File: config.mk
export PLATFORM = sky130hd
export DESIGN_NAME = painterengine_gpu_display_streamer_flat
export DESIGN_NICKNAME = d
export VERILOG_FILES = /design/src/rtl/painterengine_gpu_pkg.sv /design/src/rtl/painterengine_gpu_display_streamer_if.sv /design/src/rtl/painterengine_gpu_burst_calc.sv /design/src/rtl/painterengine_gpu_display_streamer.sv /design/src/flat_wrapper.sv
export SDC_FILE = /design/constraint.sdc
export NUM_CORES = 1
export LEC_CHECK = 0
export ABC_AREA = 1
export ABC_CLOCK_PERIOD_IN_PS = 13950
export CAP_MARGIN = 20
export CELL_PAD_IN_SITES_DETAIL_PLACEMENT = 0
export CELL_PAD_IN_SITES_GLOBAL_PLACEMENT = 1
export CORE_MARGIN = 5
export CORE_UTILIZATION = 43
export DETAILED_ROUTE_END_ITERATION = 8
export PLACE_DENSITY = 0.95
export SYNTH_ARGS = -nofsm -noshare
export SYNTH_HDL_FRONTEND = slang
export SYNTH_SLANG_ARGS = --single-unit
File: constraint.sdc
create_clock -name i_wire_clock -period 13.95 [get_ports i_wire_clock]
set_input_delay 2.0925 -clock i_wire_clock [delete_from_list [all_inputs] [get_ports i_wire_clock]]
set_output_delay 2.0925 -clock i_wire_clock [all_outputs]
set_load 0.05 [all_outputs]
File: src/rtl/painterengine_gpu_pkg.sv
// painterengine_gpu_pkg: shared state encodings, legal pixel sizes and the pixel shift helper.
package painterengine_gpu_pkg;
    typedef enum logic [2:0] {
        ST_IDLE       = 3'd0,
        ST_CALC       = 3'd1,
        ST_WAIT_SPACE = 3'd2,
        ST_STREAM     = 3'd3,
        ST_CHECK      = 3'd4,
        ST_DONE       = 3'd5,
        ST_ERROR      = 3'd7
    } state_e;

    localparam int BPP_1 = 1;
    localparam int BPP_2 = 2;
    localparam int BPP_4 = 4;

    function automatic int pix_shift(input int bpp);
        return (bpp == BPP_4) ? 2 : (bpp == BPP_2) ? 1 : 0;
    endfunction
endpackage

File: src/rtl/painterengine_gpu_display_streamer_if.sv
// painterengine_gpu_display_streamer_if: burst request/response bus between streamer and DMA reader.
interface painterengine_gpu_display_streamer_if #(
    parameter int ADDR_W = 32
);
    logic [ADDR_W-1:0] reader_address;
    logic [31:0]       reader_length;
    logic              reader_resetn;
    logic              reader_done;
    logic              reader_error;

    modport master(output reader_address, reader_length, reader_resetn, input reader_done, reader_error);
    modport slave(input reader_address, reader_length, reader_resetn, output reader_done, reader_error);
endinterface

File: src/rtl/painterengine_gpu_burst_calc.sv
// painterengine_gpu_burst_calc: byte address and clipped pixel length of the next burst in a line.
module painterengine_gpu_burst_calc
    import painterengine_gpu_pkg::*;
#(
    parameter int ADDR_W          = 32,
    parameter int COORD_W         = 16,
    parameter int BURST_MAX       = 32,
    parameter int BYTES_PER_PIXEL = 4
) (
    input  logic [ADDR_W-1:0]  line_base_i,
    input  logic [COORD_W-1:0] x_i,
    input  logic [COORD_W-1:0] width_i,
    output logic [ADDR_W-1:0]  address_o,
    output logic [31:0]        length_o
);
    localparam int SHIFT = pix_shift(BYTES_PER_PIXEL);

    logic [COORD_W-1:0] rem;

    assign rem       = width_i - x_i;
    assign address_o = line_base_i + (ADDR_W'(x_i) << SHIFT);
    assign length_o  = (32'(rem) > 32'(BURST_MAX)) ? 32'(BURST_MAX) : 32'(rem);
endmodule

File: src/rtl/painterengine_gpu_display_streamer.sv
// painterengine_gpu_display_streamer: streams a clipped framebuffer region as line bursts into the display FIFO.
// Optional PE_GPU_DISPLAY_STREAMER_DOUBLE_BUFFER_EN adds a shadow base address swapped in at frame restart.
module painterengine_gpu_display_streamer
    import painterengine_gpu_pkg::*;
#(
    parameter int ADDR_W          = 32,
    parameter int COORD_W         = 16,
    parameter int BURST_MAX       = 32,
    parameter int BYTES_PER_PIXEL = 4,
    parameter int FIFO_CNT_W      = 8
) (
    input  logic                  i_wire_clock,
    input  logic                  i_wire_reset,
    input  logic                  i_wire_start,
    input  logic                  i_wire_continuous,
    input  logic                  i_wire_frame_sync,
    input  logic [ADDR_W-1:0]     i_wire_image_address,
    input  logic [ADDR_W-1:0]     i_wire_line_stride,
    input  logic [COORD_W-1:0]    i_wire_clip_width,
    input  logic [COORD_W-1:0]    i_wire_clip_height,
    input  logic [FIFO_CNT_W-1:0] i_wire_fifo_free,
`ifdef PE_GPU_DISPLAY_STREAMER_DOUBLE_BUFFER_EN
    input  logic [ADDR_W-1:0]     i_wire_shadow_address,
    input  logic                  i_wire_shadow_valid,
    output logic                  o_wire_swap_ack,
`endif
    painterengine_gpu_display_streamer_if.master rd_if,
    output logic                  o_wire_busy,
    output logic                  o_wire_frame_done,
    output logic                  o_wire_error,
    output logic [2:0]            o_wire_state,
    output logic [COORD_W-1:0]    o_wire_line
);
    state_e              state_q, state_d;
    logic [COORD_W-1:0]  x_q, x_d, y_q, y_d, width_q, width_d, height_q, height_d;
    logic [ADDR_W-1:0]   stride_q, stride_d, base_q, base_d, addr_q, addr_d, new_base, calc_addr;
    logic [31:0]         len_q, len_d, calc_len;
    logic                err_q, err_d, fdone_q, fdone_d, restart;

    painterengine_gpu_burst_calc #(
        .ADDR_W(ADDR_W), .COORD_W(COORD_W), .BURST_MAX(BURST_MAX), .BYTES_PER_PIXEL(BYTES_PER_PIXEL)
    ) u_calc (
        .line_base_i(base_q), .x_i(x_q), .width_i(width_q), .address_o(calc_addr), .length_o(calc_len)
    );

`ifdef PE_GPU_DISPLAY_STREAMER_DOUBLE_BUFFER_EN
    logic              pend_q, pend_d;
    logic [ADDR_W-1:0] shadow_q, shadow_d;

    always_comb begin
        pend_d   = restart ? 1'b0 : pend_q;
        shadow_d = shadow_q;
        if (i_wire_shadow_valid) begin
            pend_d   = 1'b1;
            shadow_d = i_wire_shadow_address;
        end
    end

    always_ff @(posedge i_wire_clock or posedge i_wire_reset)
        if (i_wire_reset) begin
            pend_q   <= 1'b0;
            shadow_q <= '0;
        end else begin
            pend_q   <= pend_d;
            shadow_q <= shadow_d;
        end

    assign new_base        = pend_q ? shadow_q : i_wire_image_address;
    assign o_wire_swap_ack = restart && pend_q;
`else
    assign new_base = i_wire_image_address;
`endif

    assign restart = (i_wire_start && (state_q == ST_IDLE || state_q == ST_DONE || state_q == ST_ERROR)) ||
                     (state_q == ST_DONE && i_wire_continuous && i_wire_frame_sync);

    always_comb begin
        state_d  = state_q;
        x_d      = x_q;
        y_d      = y_q;
        width_d  = width_q;
        height_d = height_q;
        stride_d = stride_q;
        base_d   = base_q;
        addr_d   = addr_q;
        len_d    = len_q;
        err_d    = err_q;
        case (state_q)
            ST_CALC: begin
                addr_d  = calc_addr;
                len_d   = calc_len;
                state_d = ST_WAIT_SPACE;
            end
            ST_WAIT_SPACE: state_d = (32'(i_wire_fifo_free) >= len_q) ? ST_STREAM : ST_WAIT_SPACE;
            ST_STREAM:
                if (rd_if.reader_error) begin
                    err_d   = 1'b1;
                    state_d = ST_ERROR;
                end else if (rd_if.reader_done) begin
                    x_d     = x_q + COORD_W'(len_q);
                    state_d = ST_CHECK;
                end
            ST_CHECK:
                if (x_q == width_q) begin
                    x_d     = '0;
                    y_d     = y_q + COORD_W'(1);
                    base_d  = base_q + stride_q;
                    state_d = (y_d == height_q) ? ST_DONE : ST_CALC;
                end else begin
                    state_d = ST_CALC;
                end
            default: ;
        endcase
        if (restart) begin
            err_d    = 1'b0;
            x_d      = '0;
            y_d      = '0;
            width_d  = i_wire_clip_width;
            height_d = i_wire_clip_height;
            stride_d = i_wire_line_stride;
            base_d   = new_base;
            state_d  = (i_wire_clip_width == '0 || i_wire_clip_height == '0) ? ST_DONE : ST_CALC;
        end
        fdone_d = (state_d == ST_DONE) && (state_q != ST_DONE || restart);
    end

    always_ff @(posedge i_wire_clock or posedge i_wire_reset)
        if (i_wire_reset) begin
            state_q  <= ST_IDLE;
            x_q      <= '0;
            y_q      <= '0;
            width_q  <= '0;
            height_q <= '0;
            stride_q <= '0;
            base_q   <= '0;
            addr_q   <= '0;
            len_q    <= '0;
            err_q    <= 1'b0;
            fdone_q  <= 1'b0;
        end else begin
            state_q  <= state_d;
            x_q      <= x_d;
            y_q      <= y_d;
            width_q  <= width_d;
            height_q <= height_d;
            stride_q <= stride_d;
            base_q   <= base_d;
            addr_q   <= addr_d;
            len_q    <= len_d;
            err_q    <= err_d;
            fdone_q  <= fdone_d;
        end

    // Enable derives from the state register so an async reset kills it immediately.
    assign rd_if.reader_resetn  = (state_q == ST_STREAM);
    assign rd_if.reader_address = addr_q;
    assign rd_if.reader_length  = len_q;
    assign o_wire_busy          = (state_q == ST_CALC || state_q == ST_WAIT_SPACE ||
                                   state_q == ST_STREAM || state_q == ST_CHECK);
    assign o_wire_frame_done    = fdone_q;
    assign o_wire_error         = err_q;
    assign o_wire_state         = state_q;
    assign o_wire_line          = y_q;
endmodule

File: src/flat_wrapper.sv
// flat-port wrapper written by rule: the top's interface ports become plain ports
module painterengine_gpu_display_streamer_flat import painterengine_gpu_pkg::*;
#(
    parameter int ADDR_W          = 32,
    parameter int COORD_W         = 16,
    parameter int BURST_MAX       = 32,
    parameter int BYTES_PER_PIXEL = 4,
    parameter int FIFO_CNT_W      = 8
)
  (i_wire_clock, i_wire_reset, i_wire_start, i_wire_continuous, i_wire_frame_sync, i_wire_image_address, i_wire_line_stride, i_wire_clip_width, i_wire_clip_height, i_wire_fifo_free, o_wire_busy, o_wire_frame_done, o_wire_error, o_wire_state, o_wire_line, rd_if_reader_address, rd_if_reader_length, rd_if_reader_resetn, rd_if_reader_done, rd_if_reader_error);
  painterengine_gpu_display_streamer_if #(.ADDR_W(ADDR_W)) rd_if_i ();
  input  logic i_wire_clock;
  input  logic i_wire_reset;
  input  logic i_wire_start;
  input  logic i_wire_continuous;
  input  logic i_wire_frame_sync;
  input  logic [ADDR_W-1:0] i_wire_image_address;
  input  logic [ADDR_W-1:0] i_wire_line_stride;
  input  logic [COORD_W-1:0] i_wire_clip_width;
  input  logic [COORD_W-1:0] i_wire_clip_height;
  input  logic [FIFO_CNT_W-1:0] i_wire_fifo_free;
  output logic o_wire_busy;
  output logic o_wire_frame_done;
  output logic o_wire_error;
  output logic [2:0] o_wire_state;
  output logic [COORD_W-1:0] o_wire_line;
  output wire logic [$bits(rd_if_i.reader_address)-1:0] rd_if_reader_address;
  output wire logic [$bits(rd_if_i.reader_length)-1:0] rd_if_reader_length;
  output wire logic [$bits(rd_if_i.reader_resetn)-1:0] rd_if_reader_resetn;
  input wire logic [$bits(rd_if_i.reader_done)-1:0] rd_if_reader_done;
  input wire logic [$bits(rd_if_i.reader_error)-1:0] rd_if_reader_error;
  assign rd_if_reader_address = rd_if_i.reader_address;
  assign rd_if_reader_length = rd_if_i.reader_length;
  assign rd_if_reader_resetn = rd_if_i.reader_resetn;
  assign rd_if_i.reader_done = rd_if_reader_done;
  assign rd_if_i.reader_error = rd_if_reader_error;
  painterengine_gpu_display_streamer #(.ADDR_W(ADDR_W), .COORD_W(COORD_W), .BURST_MAX(BURST_MAX), .BYTES_PER_PIXEL(BYTES_PER_PIXEL), .FIFO_CNT_W(FIFO_CNT_W)) u_core (.i_wire_clock(i_wire_clock), .i_wire_reset(i_wire_reset), .i_wire_start(i_wire_start), .i_wire_continuous(i_wire_continuous), .i_wire_frame_sync(i_wire_frame_sync), .i_wire_image_address(i_wire_image_address), .i_wire_line_stride(i_wire_line_stride), .i_wire_clip_width(i_wire_clip_width), .i_wire_clip_height(i_wire_clip_height), .i_wire_fifo_free(i_wire_fifo_free), .rd_if(rd_if_i), .o_wire_busy(o_wire_busy), .o_wire_frame_done(o_wire_frame_done), .o_wire_error(o_wire_error), .o_wire_state(o_wire_state), .o_wire_line(o_wire_line));
endmodule
==> impl_metrics.toml, run 1 <==
[setup_path]
path_max_fanout = 96
critPathSlowestCell = "buf_4"
worstPathCellList = "clkdlybuf4s50_1, nand4_1, nand2_4, buf_4, inv_2, buf_4, nor2_1, nor2_1, nand2_1, o21ai_0"
crit_cells = 10
cp-start-kind = "input port"
crit_required_ns = 14.25
reg2reg_depth = 10
crit_type = "in -> reg"
max_stage_delay_ns = 0.64
critical_path.top_delay_family = "buffers and inverters"
arrival_ns = 4.76
crit_path_start = "i_wire_frame_sync"
cp-end-kind = "flop"
r2r_start = "u_core.o_wire_state[2]$_DFF_PP0_"
crit_buf_inv = 4

[synth]
async_flop_share_pct = 100
synth_most_common_cell = "nand2_1"
netlist_instances = 1791
yosysTopAreaCellShare_pct = 35.2
synth-edff-count = 0
ys.flop_type = "dfrtp_1"
synth-seq-area-share_pct = 35.2
netlist_area_um2 = 12900
ys_top_cells_by_count = "nand2_1 (559), dfrtp_1 (181), inv_1 (179)"
yosysTopAreaCell = "dfrtp_1"
avgSynthCellArea_um2 = 7.19
yosysWarnings = 0
synth_area_leaders = "dfrtp_1 (35%), nand2_1 (16%), ha_1 (8.4%)"
synth_seq_cells = 181
yosys.cell_types.count = 55

[grt]
overflow = 0
grtUsageMet1_pct = 34.2
met3_usage_pct = 3.09
grt_pass1_wl_um = 62900
grtUsageTotal_pct = 23.2
busiest_layer = "met2"
grt_pass1_vias = 11900
grt_start_max_net_pins = 106
antenna_found_initial = 0
met2_usage_pct = 35.6

[power_and_ir_drop]
p_leak_nw = 7.58
peakVddDrop_uv = 95.3
power_w = 0.00339
powerDensity_nw_per_um2 = 218

[layout]
fillCellCount = 2947
diodes = 0
syn2layout_area_growth_pct = 20.3
stdcell_count = 2357
final_area_um2 = 15500
nNetsFinal = 2155
layout-drive-gt1-share_pct = 5.39

[timing]
period_share_pct = 32.0
final.setup.tns_ns = 0
setup_slack_ns = 9.49
worst_slew_pin_slew_ns = 0.983
fin_crit_ns = 4.46
hold_violations = 0
rsz0062_at_grt = "no"
maxSlewHeadroom_pct = 34.4
setup_viol = 0
drv_slew = 0
fmax_ghz = 0.224
finClkSkew_ns = 0.0174

[placement]
port_buffers = 181
gp_congestion = 0.964
place_area_um2 = 14900
dp_hpwl_um = 30500
pre_cts_slack_ns = 8.99
dp_cells = 2325

[cts]
postCtsSetupBuffers = 0
ctsResizeCount = 0
clk_pin_slew_worst_paths_ns = 0.08
postCtsHoldBufs = 0
cts_made_buffers = 17
clock_latency_ns = 0.45
clkSinkCount = 181
root_buffer = "clkbuf_16"
htreeDepth = 4
cts_buffer_depth = 2
cts_tree = "done"

[floorplan]
die_h_um = 183
die_x_um = 183
start_util_pct = 43.5
core_um2 = 29600
ios = 198
row_count = 63
dieArea_um2 = 33500

[worst_hold_path]
holdPathStages = 2
hold_path.class = "reg -> reg"
hold_path_startpoint = "u_core.stride_q[30]$_DFFE_PP0N_"

[detailed_routing]
dr.pass1.iters = 5
via_per_inst = 5.29
drt-total-wl_um = 38900
wl_per_cell_um = 16.5
route.detailed.drc = 0
num_vias = 12500
first_iter_violations = 972
drtAntennaViolNets = 0

[run]
max_cap_violations = 0

[status]
status = "complete, no violations"
worst reg2reg max path, stage by stage (launching register included):
cell and delay, ns:
dfrtp_1 0.47, inv_1 0.16, o21ai_1 0.10, nand3_1 0.12
nand2_4 0.21, buf_4 0.42, inv_2 0.21, buf_4 0.76
o21ai_0 0.25, a21oi_1 0.22, o21ai_2 0.08
layout by cell type (no fill, tap or decap), types with 22 or more instances in the layout:
| cell type | instances |
|---|---|
| xnor2_1 | 22 |
| nor2_1 | 120 |
| ha_1 | 86 |
| nor3_1 | 22 |
| o21ai_0 | 114 |
| nand3_1 | 123 |
| nand2_1 | 558 |
| a21oi_1 | 112 |
| xor2_1 | 26 |
| clkdlybuf4s50_1 | 181 |
| inv_1 | 178 |
| nand4_1 | 23 |
| dfrtp_1 | 181 |
cell type report:
| cell class | instances | area (um^2) | area share, % |
|---|---|---|---|
| multi-input combinational | 1381 | 7360 | 47.5 |
| clock inverter | 15 | 133 | 0.856 |
| inverter | 187 | 713 | 4.60 |
| timing repair buffer | 186 | 1850 | 11.9 |
| clock buffer | 17 | 425 | 2.74 |
| tap | 390 | 488 | 3.15 |
| sequential | 181 | 4530 | 29.2 |
worst paths after layout:
check	to	slack (ns)
setup / recovery	u_core.base_q[27]$_DFFE_PP0P_	9.49
hold / removal	u_core.stride_q[30]$_DFFE_PP0N_	0.48
setup reg to reg	u_core.base_q[6]$_DFFE_PP0P_	10.84
hold reg to reg	u_core.stride_q[30]$_DFFE_PP0N_	0.48
max in group asynchronous	u_core.o_wire_line[1]$_DFFE_PP0P_	10.13
min in group asynchronous	u_core.o_wire_line[9]$_DFFE_PP0P_	2.24
metal layers:
layer / routed length (um) / up-vias
li1: - / 6227
met1: 18300 / 5813
met2: 17200 / 395
met3: 2440 / 45
met4: 1010 / 0
met5: 0 / -
sequential cells by signal, summed over array words and instances, names as in the netlist:
name,flops
u_core.base_q,32
u_core.height_q,16
u_core.o_wire_error,1
u_core.o_wire_frame_done,1
u_core.o_wire_line,16
u_core.o_wire_state,3
u_core.rd_if.reader_address,32
u_core.rd_if.reader_length,16
u_core.stride_q,32
u_core.width_q,16
u_core.x_q,16
kinds of logic after synthesis:
logic type / Yosys count / synth area share, %
AOI/OAI and AO/OA: 321 / 14.3
buffers and inverters: 244 / 8.18
and+or+nand+nor: 906 / 30.1
DFF: 181 / 35.2
other: 1 / 0.0291
adders and majority gates: 90 / 8.98
xor gates and xnor gates: 48 / 3.26
through the flow:
stage / utilization [%] / hold WS (ns)
4_1_cts: 52.3 / 0.484
3_5_place_dp: 50.4 / 0.467
6_report: 52.3 / 0.482
2_1_floorplan: - / 0.446
5_1_grt: 52.3 / 0.505
3_3_place_gp: 50.4 / 0.463
power breakdown:
| group | leakage, nW | switching, W | internal [W] |
|---|---|---|---|
| sequential | 2.32 | 0.000186 | 0.000714 |
| combinational | 4.99 | 0.00133 | 0.000681 |
| clock | 0.280 | 0.000242 | 0.000236 |
No activity file was read; power rests on OpenSTA's default activity.
==> inputs of run 2 (changes only) <==
--- a/config.mk
+++ b/config.mk
@@ -6,14 +6,14 @@
 export NUM_CORES = 1
 export LEC_CHECK = 0
 export ABC_AREA = 1
-export ABC_CLOCK_PERIOD_IN_PS = 13950
+export ABC_CLOCK_PERIOD_IN_PS = 3800
 export CAP_MARGIN = 20
 export CELL_PAD_IN_SITES_DETAIL_PLACEMENT = 0
 export CELL_PAD_IN_SITES_GLOBAL_PLACEMENT = 1
 export CORE_MARGIN = 5
-export CORE_UTILIZATION = 43
+export CORE_UTILIZATION = 36
 export DETAILED_ROUTE_END_ITERATION = 8
-export PLACE_DENSITY = 0.95
+export PLACE_DENSITY = 0.88
 export SYNTH_ARGS = -nofsm -noshare
 export SYNTH_HDL_FRONTEND = slang
 export SYNTH_SLANG_ARGS = --single-unit
==> constraint.sdc (replaced) <==
create_clock -name i_wire_clock -period 3.8 [get_ports i_wire_clock]
set_input_delay 0.57 -clock i_wire_clock [delete_from_list [all_inputs] [get_ports i_wire_clock]]
set_output_delay 0.57 -clock i_wire_clock [all_outputs]
set_load 0.05 [all_outputs]
==> run 2 against run 1 <==
Sequential cell count stayed put. Sequential share of layout area is 0.31 points lower. Register-to-register slack got worse by 9.8 ns. Wire length rose by 5.2%. Critical path type is now reg -> reg. Largest cell class unchanged. Non-clock buffer count up 4. Hold slack improved by 0.0022 ns. Global-route usage down 2.6 points. Core utilization down 8.1 points. Power grew to 3.7 times the previous value. Critical path depth is 3 higher.
==> impl_metrics.toml, run 2 (synthesized netlist as in run 1, its figures left out) <==
[timing]
setup_viol = 0
maxSlewHeadroom_pct = 40.0
period_share_pct = 73.6
drv_slew = 0
fmax_ghz = 0.357
worst_slew_pin_slew_ns = 0.901
rsz0062_at_grt = "no"
finClkSkew_ns = 0.0191
final.setup.tns_ns = 0
hold_violations = 0
setup_slack_ns = 1.00
fin_crit_ns = 2.80

[detailed_routing]
dr_wl_met2_um = 18600
dr.pass1.iters = 5
drt-total-wl_um = 40900
wl_per_cell_um = 16.8
first_iter_violations = 809
wl_met1_um = 19600
via_per_inst = 5.10
highest_layer = "met5"
num_vias = 12400
route.detailed.drc = 0
drtAntennaViolNets = 0
routed-wl-met3_um = 1880

[run]
max_cap_violations = 0

[layout]
fillCellCount = 3658
diodes = 0
stdcell_count = 2432
layout-drive-gt1-share_pct = 5.53
syn2layout_area_growth_pct = 21.6
final_cell_mix = "nand2_1 (558), clkdlybuf4s50_1 (181), dfrtp_1 (181), inv_1 (178), nand3_1 (123)"
nNetsFinal = 2159
final_common_cell = "nand2_1"
final_area_um2 = 15700

[placement]
dp_cells = 2400
place_area_um2 = 15100
port_buffers = 181
pre_cts_slack_ns = 1.02
dp_hpwl_um = 32800
gp_congestion = 0.926

[setup_path]
crit_required_ns = 4.12
reg2reg_depth = 13
path_max_fanout = 7
cp-start-kind = "flop"
crit_type = "reg -> reg"
arrival_ns = 3.12
cp-end-kind = "flop"

[floorplan]
die_x_um = 199
ios = 198
core_um2 = 35500
start_util_pct = 36.3
row_count = 69
dieArea_um2 = 39700
die_h_um = 199

[worst_hold_path]
hold_path.class = "reg -> reg"
holdPathStages = 2

[cts]
cts_made_buffers = 17
htreeDepth = 4
ctsResizeCount = 0
postCtsHoldBufs = 0
cts_tree = "done"
cts_buffer_depth = 2
postCtsSetupBuffers = 0
clock_latency_ns = 0.45
root_buffer = "clkbuf_16"
clkSinkCount = 181
clk_pin_slew_worst_paths_ns = 0.09

[power_and_ir_drop]
peakVddDrop_uv = 498
p_leak_nw = 7.61
powerDensity_nw_per_um2 = 806
power_w = 0.0126

[grt]
grt_pass1_wl_um = 64800
antenna_found_initial = 1
grtUsageTotal_pct = 20.5
grt_start_max_net_pins = 112
grt_pass1_vias = 12100
overflow = 0

[status]
status = "complete, no violations"
-- run 2: cell types whose count changed in the layout (fill, tap and decap cells not counted), sizes merged --
cell,previous run,this run
clkinvlp,0,1
inv,194,190
clkbuf,17,18
buf,5,9
clkinv,8,10
-- run 2: stage by stage --
stage / utilization, % / hold slack, ns
6_report: 44.1 / 0.484
5_1_grt: 44.1 / 0.515
4_1_cts: 44.1 / 0.488
3_5_place_dp: 42.5 / 0.470
3_3_place_gp: 42.5 / 0.464
2_1_floorplan: - / 0.446
-- run 2: layout make-up --
type                            instances  area (um^2)  share of cell area (%)
Multi-Input combinational cell       1381         7360                    47.0
Sequential cell                       181         4530                    28.9
Timing Repair Buffer                  190         1890                    12.1
Inverter                              187          712                    4.54
Tap cell                              461          577                    3.68
Clock buffer                           18          429                    2.74
Clock inverter                         14          164                    1.05
-- run 2: metal layers --
layer,vias to the layer above,GRT usage (%)
li1,6242,-
met1,5806,29.5
met2,309,32.9
met3,44,2.71
met4,2,5.12
met5,-,0
-- run 2: final timing paths --
| path | slack [ns] | to | startpoint |
|---|---|---|---|
| min | 0.48 | u_core.width_q[11]$_DFFE_PP0N_ | u_core.width_q[11]$_DFFE_PP0N_ |
| max | 1.00 | u_core.rd_if.reader_address[20]$_DFFE_PP0P_ | u_core.base_q[2]$_DFFE_PP0P_ |
| max reg2reg | 1.00 | u_core.rd_if.reader_address[20]$_DFFE_PP0P_ | u_core.base_q[2]$_DFFE_PP0P_ |
| min reg2reg | 0.48 | u_core.width_q[11]$_DFFE_PP0N_ | u_core.width_q[11]$_DFFE_PP0N_ |
| max in group asynchronous | 2.40 | u_core.rd_if.reader_length[13]$_DFFE_PP0P_ | i_wire_reset |
| min in group asynchronous | 0.62 | u_core.rd_if.reader_address[25]$_DFFE_PP0P_ | i_wire_reset |
-- run 2: report_power, final --
| part | switching [W] | total [W] | internal [W] |
|---|---|---|---|
| clock | 0.000932 | 0.00182 | 0.000887 |
| combinational | 0.00495 | 0.00746 | 0.00252 |
| sequential | 0.000716 | 0.00334 | 0.00262 |
| total | 0.00660 | 0.0126 | 0.00602 |
-- run 2: worst max-delay path, stage by stage, from the launching register on --
cell     delay (ns)
dfrtp_1        0.49
ha_1           0.28
inv_1          0.08
fa_1           0.42
o21ai_2        0.25
nand3_1        0.10
nand2_1        0.19
a21oi_2        0.12
o21ai_2        0.21
nand2_1        0.12
nand2_2        0.14
nand3_1        0.08
nand3_1        0.11
nand2_1        0.06
